==> config.mk <==
export PLATFORM = sky130hd
export DESIGN_NAME = int_to_float_pipe
export DESIGN_NICKNAME = d
export VERILOG_FILES = /design/src/rtl/int2fp_pkg.sv /design/src/rtl/i2f_lzc.sv /design/src/rtl/int_to_float_pipe.sv
export SDC_FILE = /design/constraint.sdc
export NUM_CORES = 1
export LEC_CHECK = 0
export CORE_MARGIN = 2
export CORE_UTILIZATION = 50
export DETAILED_ROUTE_END_ITERATION = 6
export GPL_ROUTABILITY_DRIVEN = 0
export PLACE_DENSITY_LB_ADDON = 0.2
export REMOVE_ABC_BUFFERS = 1
export SLEW_MARGIN = 10
export SYNTH_ARGS = -nofsm -noshare
export SYNTH_HDL_FRONTEND = slang
export SYNTH_HIERARCHICAL = 1
export SYNTH_SLANG_ARGS = --single-unit
==> constraint.sdc <==
create_clock -name clk -period 5.1 [get_ports clk]
set_input_delay 1.02 -clock clk [delete_from_list [all_inputs] [get_ports clk]]
set_output_delay 1.02 -clock clk [all_outputs]
set_load 0.1 [all_outputs]
==> src/rtl/int2fp_pkg.sv <==
// Shared constants and elaboration-time helpers for the integer-to-float pipeline.
package int2fp_pkg;

  localparam logic RND_RNE = 1'b0;
  localparam logic RND_RTZ = 1'b1;

  function automatic int clog2(input int n);
    int r;
    r = 0;
    while ((1 << r) < n) r = r + 1;
    return r;
  endfunction

  function automatic int exp_bias(input int exp_w);
    return (1 << (exp_w - 1)) - 1;
  endfunction

  function automatic int out_width(input int exp_w, input int man_w);
    return 1 + exp_w + man_w;
  endfunction

endpackage

==> src/rtl/i2f_lzc.sv <==
// Leading-zero counter built as a halving tree; an all-zero input returns W.
module i2f_lzc
  import int2fp_pkg::*;
#(
  parameter int W = 32
) (
  input  logic [W-1:0]            i_data,
  output logic [clog2(W+1)-1:0]   o_cnt
);

  localparam int L  = clog2(W);
  localparam int P  = 1 << L;
  localparam int LW = L + 1;
  localparam int OW = clog2(W + 1);

  logic [P-1:0] w_pad;

  // Ones below the LSB leave non-zero counts untouched and make all-zero read as W.
  generate
    if (P > W) begin : g_pad
      assign w_pad = {i_data, {(P-W){1'b1}}};
    end else begin : g_nopad
      assign w_pad = i_data;
    end
  endgenerate

  genvar gi, gj;
  generate
    for (gi = 0; gi <= L; gi++) begin : g_lvl
      localparam int N = P >> gi;
      logic [N-1:0]    z_w;
      logic [N*LW-1:0] c_w;
      if (gi == 0) begin : g_leaf
        for (gj = 0; gj < N; gj++) begin : g_bit
          assign z_w[gj]           = ~w_pad[gj];
          assign c_w[gj*LW +: LW]  = {{(LW-1){1'b0}}, ~w_pad[gj]};
        end
      end else begin : g_node
        // Node gj covers the upper child 2gj+1 and the lower child 2gj.
        for (gj = 0; gj < N; gj++) begin : g_pair
          assign z_w[gj] = g_lvl[gi-1].z_w[2*gj+1] & g_lvl[gi-1].z_w[2*gj];
          assign c_w[gj*LW +: LW] = g_lvl[gi-1].z_w[2*gj+1]
            ? g_lvl[gi-1].c_w[(2*gj+1)*LW +: LW] + g_lvl[gi-1].c_w[(2*gj)*LW +: LW]
            : g_lvl[gi-1].c_w[(2*gj+1)*LW +: LW];
        end
      end
    end
  endgenerate

  logic w_unused;
  assign w_unused = &{1'b0, g_lvl[L].z_w, g_lvl[L].c_w};
  assign o_cnt    = g_lvl[L].c_w[OW-1:0];

endmodule

==> src/rtl/int_to_float_pipe.sv <==
// Four-stage valid/ready integer-to-float converter with per-sample RNE/RTZ rounding.
// Define INT2FP_FLAGS_EN to add the out_inexact / out_overflow outputs.
module int_to_float_pipe
  import int2fp_pkg::*;
#(
  parameter int IN_W   = 32,
  parameter int EXP_W  = 8,
  parameter int MAN_W  = 23,
  parameter int SIGNED = 1
) (
  input  logic                               clk,
  input  logic                               rst,
  input  logic                               in_valid,
  output logic                               in_ready,
  input  logic [IN_W-1:0]                    in_data,
  input  logic                               in_rtz,
  output logic                               out_valid,
  input  logic                               out_ready,
  output logic [out_width(EXP_W,MAN_W)-1:0]  out_data
`ifdef INT2FP_FLAGS_EN
  ,
  output logic                               out_inexact,
  output logic                               out_overflow
`endif
);

  localparam int OW   = out_width(EXP_W, MAN_W);
  localparam int LZW  = clog2(IN_W + 1);
  localparam int EW2  = EXP_W + 2;
  localparam int BIAS = exp_bias(EXP_W);
  localparam int FW   = (IN_W - 1 > MAN_W + 2) ? IN_W - 1 : MAN_W + 2;
  localparam logic [EW2-1:0] EXP_SAT = EW2'((1 << EXP_W) - 1);

  logic w_rdy1, w_rdy2, w_rdy3, w_rdy4;
  logic r_v1, r_v2, r_v3, r_v4;

  assign w_rdy4   = ~r_v4 | out_ready;
  assign w_rdy3   = ~r_v3 | w_rdy4;
  assign w_rdy2   = ~r_v2 | w_rdy3;
  assign w_rdy1   = ~r_v1 | w_rdy2;
  assign in_ready = w_rdy1;

  logic            w_sign;
  logic [IN_W-1:0] w_mag;
  assign w_sign = (SIGNED != 0) && in_data[IN_W-1];
  assign w_mag  = w_sign ? -in_data : in_data;

  logic            r1_sign, r1_rtz;
  logic [IN_W-1:0] r1_mag;

  logic [LZW-1:0]  w_lz;
  i2f_lzc #(.W(IN_W)) u_lzc (
    .i_data (r1_mag),
    .o_cnt  (w_lz)
  );

  logic            r2_sign, r2_rtz, r2_zero;
  logic [IN_W-1:0] r2_mag;
  logic [LZW-1:0]  r2_lz;

  logic [IN_W-1:0] w_norm;
  logic            w_unused;
  assign w_norm   = r2_mag << r2_lz;
  // The normalised MSB is always 1 for non-zero input, so only the bits below it are kept.
  assign w_unused = &{1'b0, w_norm[IN_W-1]};

  logic            r3_sign, r3_rtz, r3_zero;
  logic [IN_W-2:0] r3_frac;
  logic [EW2-1:0]  r3_exp;

  logic [FW-1:0]    w_frac;
  logic [MAN_W-1:0] w_man, w_man_rnd;
  logic             w_guard, w_sticky, w_inc, w_carry, w_ovf;
  logic [MAN_W:0]   w_man_sum;
  logic [EW2-1:0]   w_exp_b;
  logic [OW-1:0]    w_result;

  generate
    if (FW > IN_W - 1) begin : g_frac_pad
      assign w_frac = {r3_frac, {(FW-IN_W+1){1'b0}}};
    end else begin : g_frac_exact
      assign w_frac = r3_frac;
    end
  endgenerate

  // Narrow inputs pad with zeros here, so guard and sticky vanish and the result is exact.
  assign w_man     = w_frac[FW-1 -: MAN_W];
  assign w_guard   = w_frac[FW-1-MAN_W];
  assign w_sticky  = |w_frac[FW-2-MAN_W:0];
  assign w_inc     = (r3_rtz == RND_RNE) & w_guard & (w_sticky | w_man[0]);
  assign w_man_sum = {1'b0, w_man} + {{MAN_W{1'b0}}, w_inc};
  assign w_carry   = w_man_sum[MAN_W];
  assign w_man_rnd = w_carry ? '0 : w_man_sum[MAN_W-1:0];
  assign w_exp_b   = r3_exp + EW2'(BIAS) + {{(EW2-1){1'b0}}, w_carry};
  assign w_ovf     = ~r3_zero & (w_exp_b >= EXP_SAT);

  always_comb begin
    w_result = {r3_sign, w_exp_b[EXP_W-1:0], w_man_rnd};
    if (r3_zero)
      w_result = '0;
    else if (w_ovf && r3_rtz == RND_RTZ)
      w_result = {r3_sign, {(EXP_W-1){1'b1}}, 1'b0, {MAN_W{1'b1}}};
    else if (w_ovf)
      w_result = {r3_sign, {EXP_W{1'b1}}, {MAN_W{1'b0}}};
  end

  logic [OW-1:0] r_out_data;
  assign out_valid = r_v4;
  assign out_data  = r_out_data;

  always_ff @(posedge clk) begin
    if (!rst) begin
      r_v1       <= 1'b0;
      r_v2       <= 1'b0;
      r_v3       <= 1'b0;
      r_v4       <= 1'b0;
      r_out_data <= '0;
    end else begin
      if (w_rdy1) r_v1 <= in_valid;
      if (in_valid && w_rdy1) begin
        r1_sign <= w_sign;
        r1_mag  <= w_mag;
        r1_rtz  <= in_rtz;
      end
      if (w_rdy2) r_v2 <= r_v1;
      if (r_v1 && w_rdy2) begin
        r2_sign <= r1_sign;
        r2_mag  <= r1_mag;
        r2_lz   <= w_lz;
        r2_zero <= (r1_mag == '0);
        r2_rtz  <= r1_rtz;
      end
      if (w_rdy3) r_v3 <= r_v2;
      if (r_v2 && w_rdy3) begin
        r3_sign <= r2_sign;
        r3_frac <= w_norm[IN_W-2:0];
        r3_exp  <= EW2'(IN_W - 1) - EW2'(r2_lz);
        r3_zero <= r2_zero;
        r3_rtz  <= r2_rtz;
      end
      if (w_rdy4) r_v4 <= r_v3;
      if (r_v3 && w_rdy4) r_out_data <= w_result;
    end
  end

`ifdef INT2FP_FLAGS_EN
  logic r_inexact, r_overflow;
  assign out_inexact  = r_inexact;
  assign out_overflow = r_overflow;

  always_ff @(posedge clk) begin
    if (!rst) begin
      r_inexact  <= 1'b0;
      r_overflow <= 1'b0;
    end else if (r_v3 && w_rdy4) begin
      r_inexact  <= w_guard | w_sticky;
      r_overflow <= w_ovf;
    end
  end
`endif

endmodule

==> flow_summary.toml <==
[synthesis]
yosysWarnings = 6
synth_cells = 914
ys.flop_type = "edfxtp_1"
netlist.area_leader.share = 0.354
yosysTopAreaCell = "edfxtp_1"
syn_avg_cell_area_um2 = 10.6
ys_top_cells_by_area = "edfxtp_1, dfxtp_1, mux4_2"
synth_seq_area_share = 0.428
ys_async_sr_fraction = 0
synth_area_um2 = 9680
yosys_register_bits = 150
synth_cell_types = 72
synth_edf_count = 114

[setup_path]
slowest_delay_ns = 0.50
crit_path_start_kind = "flop"
crit_top_cell = "ha_1"
critPathCaptureType = "flop"
cp.arrival_ns = 4.78
path_max_fanout = 5
cp.required_ns = 5.26
cp_top_family = "adder cells"
critPathBufInv = 2
cp_cell_sequence = "nor2b_1, ha_1, fa_1, and2_1, inv_1, fa_1, xnor2_1, mux2i_1, inv_1, ha_1, or2_2, a21o_1, nand2_1, o21ai_0, ha_1, o21ai_0, o2111ai_1, a2bb2oi_1, mux2i_1"
cp_slowest_cell = "fa_1"
path_class = "flop to flop"

[cts]
cts_made_buffers = 17
clk_path_buf_depth = 2
cts_tree = "yes"
worstSkewPairLatency_ns = 0.43
root_buffer = "clkbuf_16"
htreeDepth = 4
cts.sinks = 150
post_cts_buffers = 0
postCtsHoldBufs = 0
post_cts_resized = 0
path_clk_slew_ns = 0.06

[timing]
slew_headroom = 0.274
rsz0062_at_grt = "false"
period_share = 0.906
max_freq_mhz = 216
clock_skew_ns = 0.0123
fin_ws_ns = 0.480
slew_viol_final = 0
setup_viol = 0
hold_violations = 0
period_minus_slack_ns = 4.62
hold_ws_ns = 0.421
fin_setup_tns_ns = 0
tightest_slew_ns = 1.09

[placed_design]
dp_slack_ns = 0.581
numPortBuffers = 70
dp_hpwl_um = 14800

[routing]
routed_wl_um = 19200
vias_per_cell = 5.49
drt_pre_antenna_iters = 5
first_iter_violations = 410
ant_nets = 0
drc_errors = 0
wl_per_cell_um = 15.5
num_vias = 6841

[global_routing]
antenna_found_initial = 0
grt_pass1_vias = 6515
grt_overflow = 0
grt_max_degree = 42
grt_pass1_wl_um = 31800
grt_util_all_layers = 0.201

[floorplan]
num_rows = 50
die_h_um = 143
die_w_um = 143
coreArea_um2 = 18800
io_pins = 71
start_util = 0.514
dieArea_um2 = 20500

[finish]
post-route-util = 0.597
antenna_cells = 0
fin_nets = 1066
drive_above_1_share = 0.109
layout_common_cells = "edfxtp_1, nand2_1, nor2_1"
syn_to_final_growth_pct = 16.2
layout_commonest_cell = "edfxtp_1"

[power]
peakVddDrop_mv = 0.185
powerDensity_nw_per_um2 = 269
p_leak_nw = 4.00

[min_path]
min_path_type = "flop to flop"

[status]
status = "completed"

[job]
maxCapViolCount = 0
[layout make-up]
class | count | area [µm²]
Clock buffer | 25 | 554
Clock inverter | 7 | 76.3
Fill cell | 1564 | 7580
Inverter | 38 | 143
Multi-Input combinational cell | 687 | 5250
Sequential cell | 150 | 4140
Tap cell | 260 | 325
Timing Repair Buffer | 78 | 758
[worst reg2reg max path, cell delays in order, from the launching register on]
cell	delay [ns]
edfxtp_1	0.43
nor2b_1	0.16
ha_1	0.20
fa_1	0.50
and2_1	0.14
inv_1	0.06
fa_1	0.43
xnor2_1	0.14
mux2i_1	0.30
inv_1	0.10
ha_1	0.33
or2_2	0.29
a21o_1	0.20
nand2_1	0.07
o21ai_0	0.08
ha_1	0.33
o21ai_0	0.12
o2111ai_1	0.20
a2bb2oi_1	0.19
mux2i_1	0.08
[cells by family after synthesis]
| kind of cell | count (synthesis) | share of synthesized area |
|---|---|---|
| buf+inv | 77 | 0.0313 |
| fa+ha+maj | 57 | 0.0838 |
| xor+xnor | 64 | 0.0579 |
| simple gates | 332 | 0.176 |
| mux | 75 | 0.115 |
| compound gates | 159 | 0.108 |
| flops | 150 | 0.428 |
[state kept, by name, summed over array words and instances (netlist names), 6 cells and up]
| name | cells |
|---|---|
| r2_mag | 31 |
| out_data | 32 |
| r1_mag | 32 |
| r2_lz | 6 |
| r3_frac | 31 |
| r3_exp | 6 |
[power breakdown]
group	internal, mW	switching [mW]	leakage (nW)
Sequential	1.36	0.0416	1.37
Combinational	0.140	0.186	2.31
Clock	0.811	0.485	0.313
Total	2.31	0.712	4.00
[final timing paths]
kind | slack [ns] | endpoint | cells after the start | start
worst max-delay path | 0.48 | r2_lz[3] | 19 | r1_mag[26]
worst min-delay path | 0.42 | r2_rtz | 0 | r1_rtz
worst max register to register | 0.48 | r2_lz[3] | 19 | r1_mag[26]
worst min register to register | 0.42 | r2_rtz | 0 | r1_rtz
[per-stage QoR]
| step | cell area (µm²) | total power, mW | instances |
|---|---|---|---|
| 5_1_grt | 11200 | 3.14 | 1245 |
| 6_report | 11200 | 3.03 | 1245 |
| 3_5_place_dp | 10600 | 1.76 | 1213 |
| 2_1_floorplan | 9520 | 1.65 | 875 |
| 3_3_place_gp | 10600 | 1.75 | 1213 |
| 4_1_cts | 11200 | 3.05 | 1245 |
[cell usage after synthesis, drive strengths merged (19+ instances only)]
library cell,instances
a21oi,26
and2,21
clkbuf,28
dfxtp,36
edfxtp,114
ha,44
inv,37
mux2,19
mux2i,31
mux4,25
nand2,83
nor2,84
nor2b,49
o21ai,40
xnor2,44
xor2,20
[layer usage]
| layer | GRT usage | up-vias | wire length, µm |
|---|---|---|---|
| met1 | 0.242 | 3154 | 8410 |
| met5 | 0 | - | 0 |
| met2 | 0.344 | 167 | 9520 |
| met3 | 0.0399 | 47 | 656 |
| li1 | - | 3473 | - |
| met4 | 0.0980 | 0 | 657 |
(Power assumes the default switching activity.)
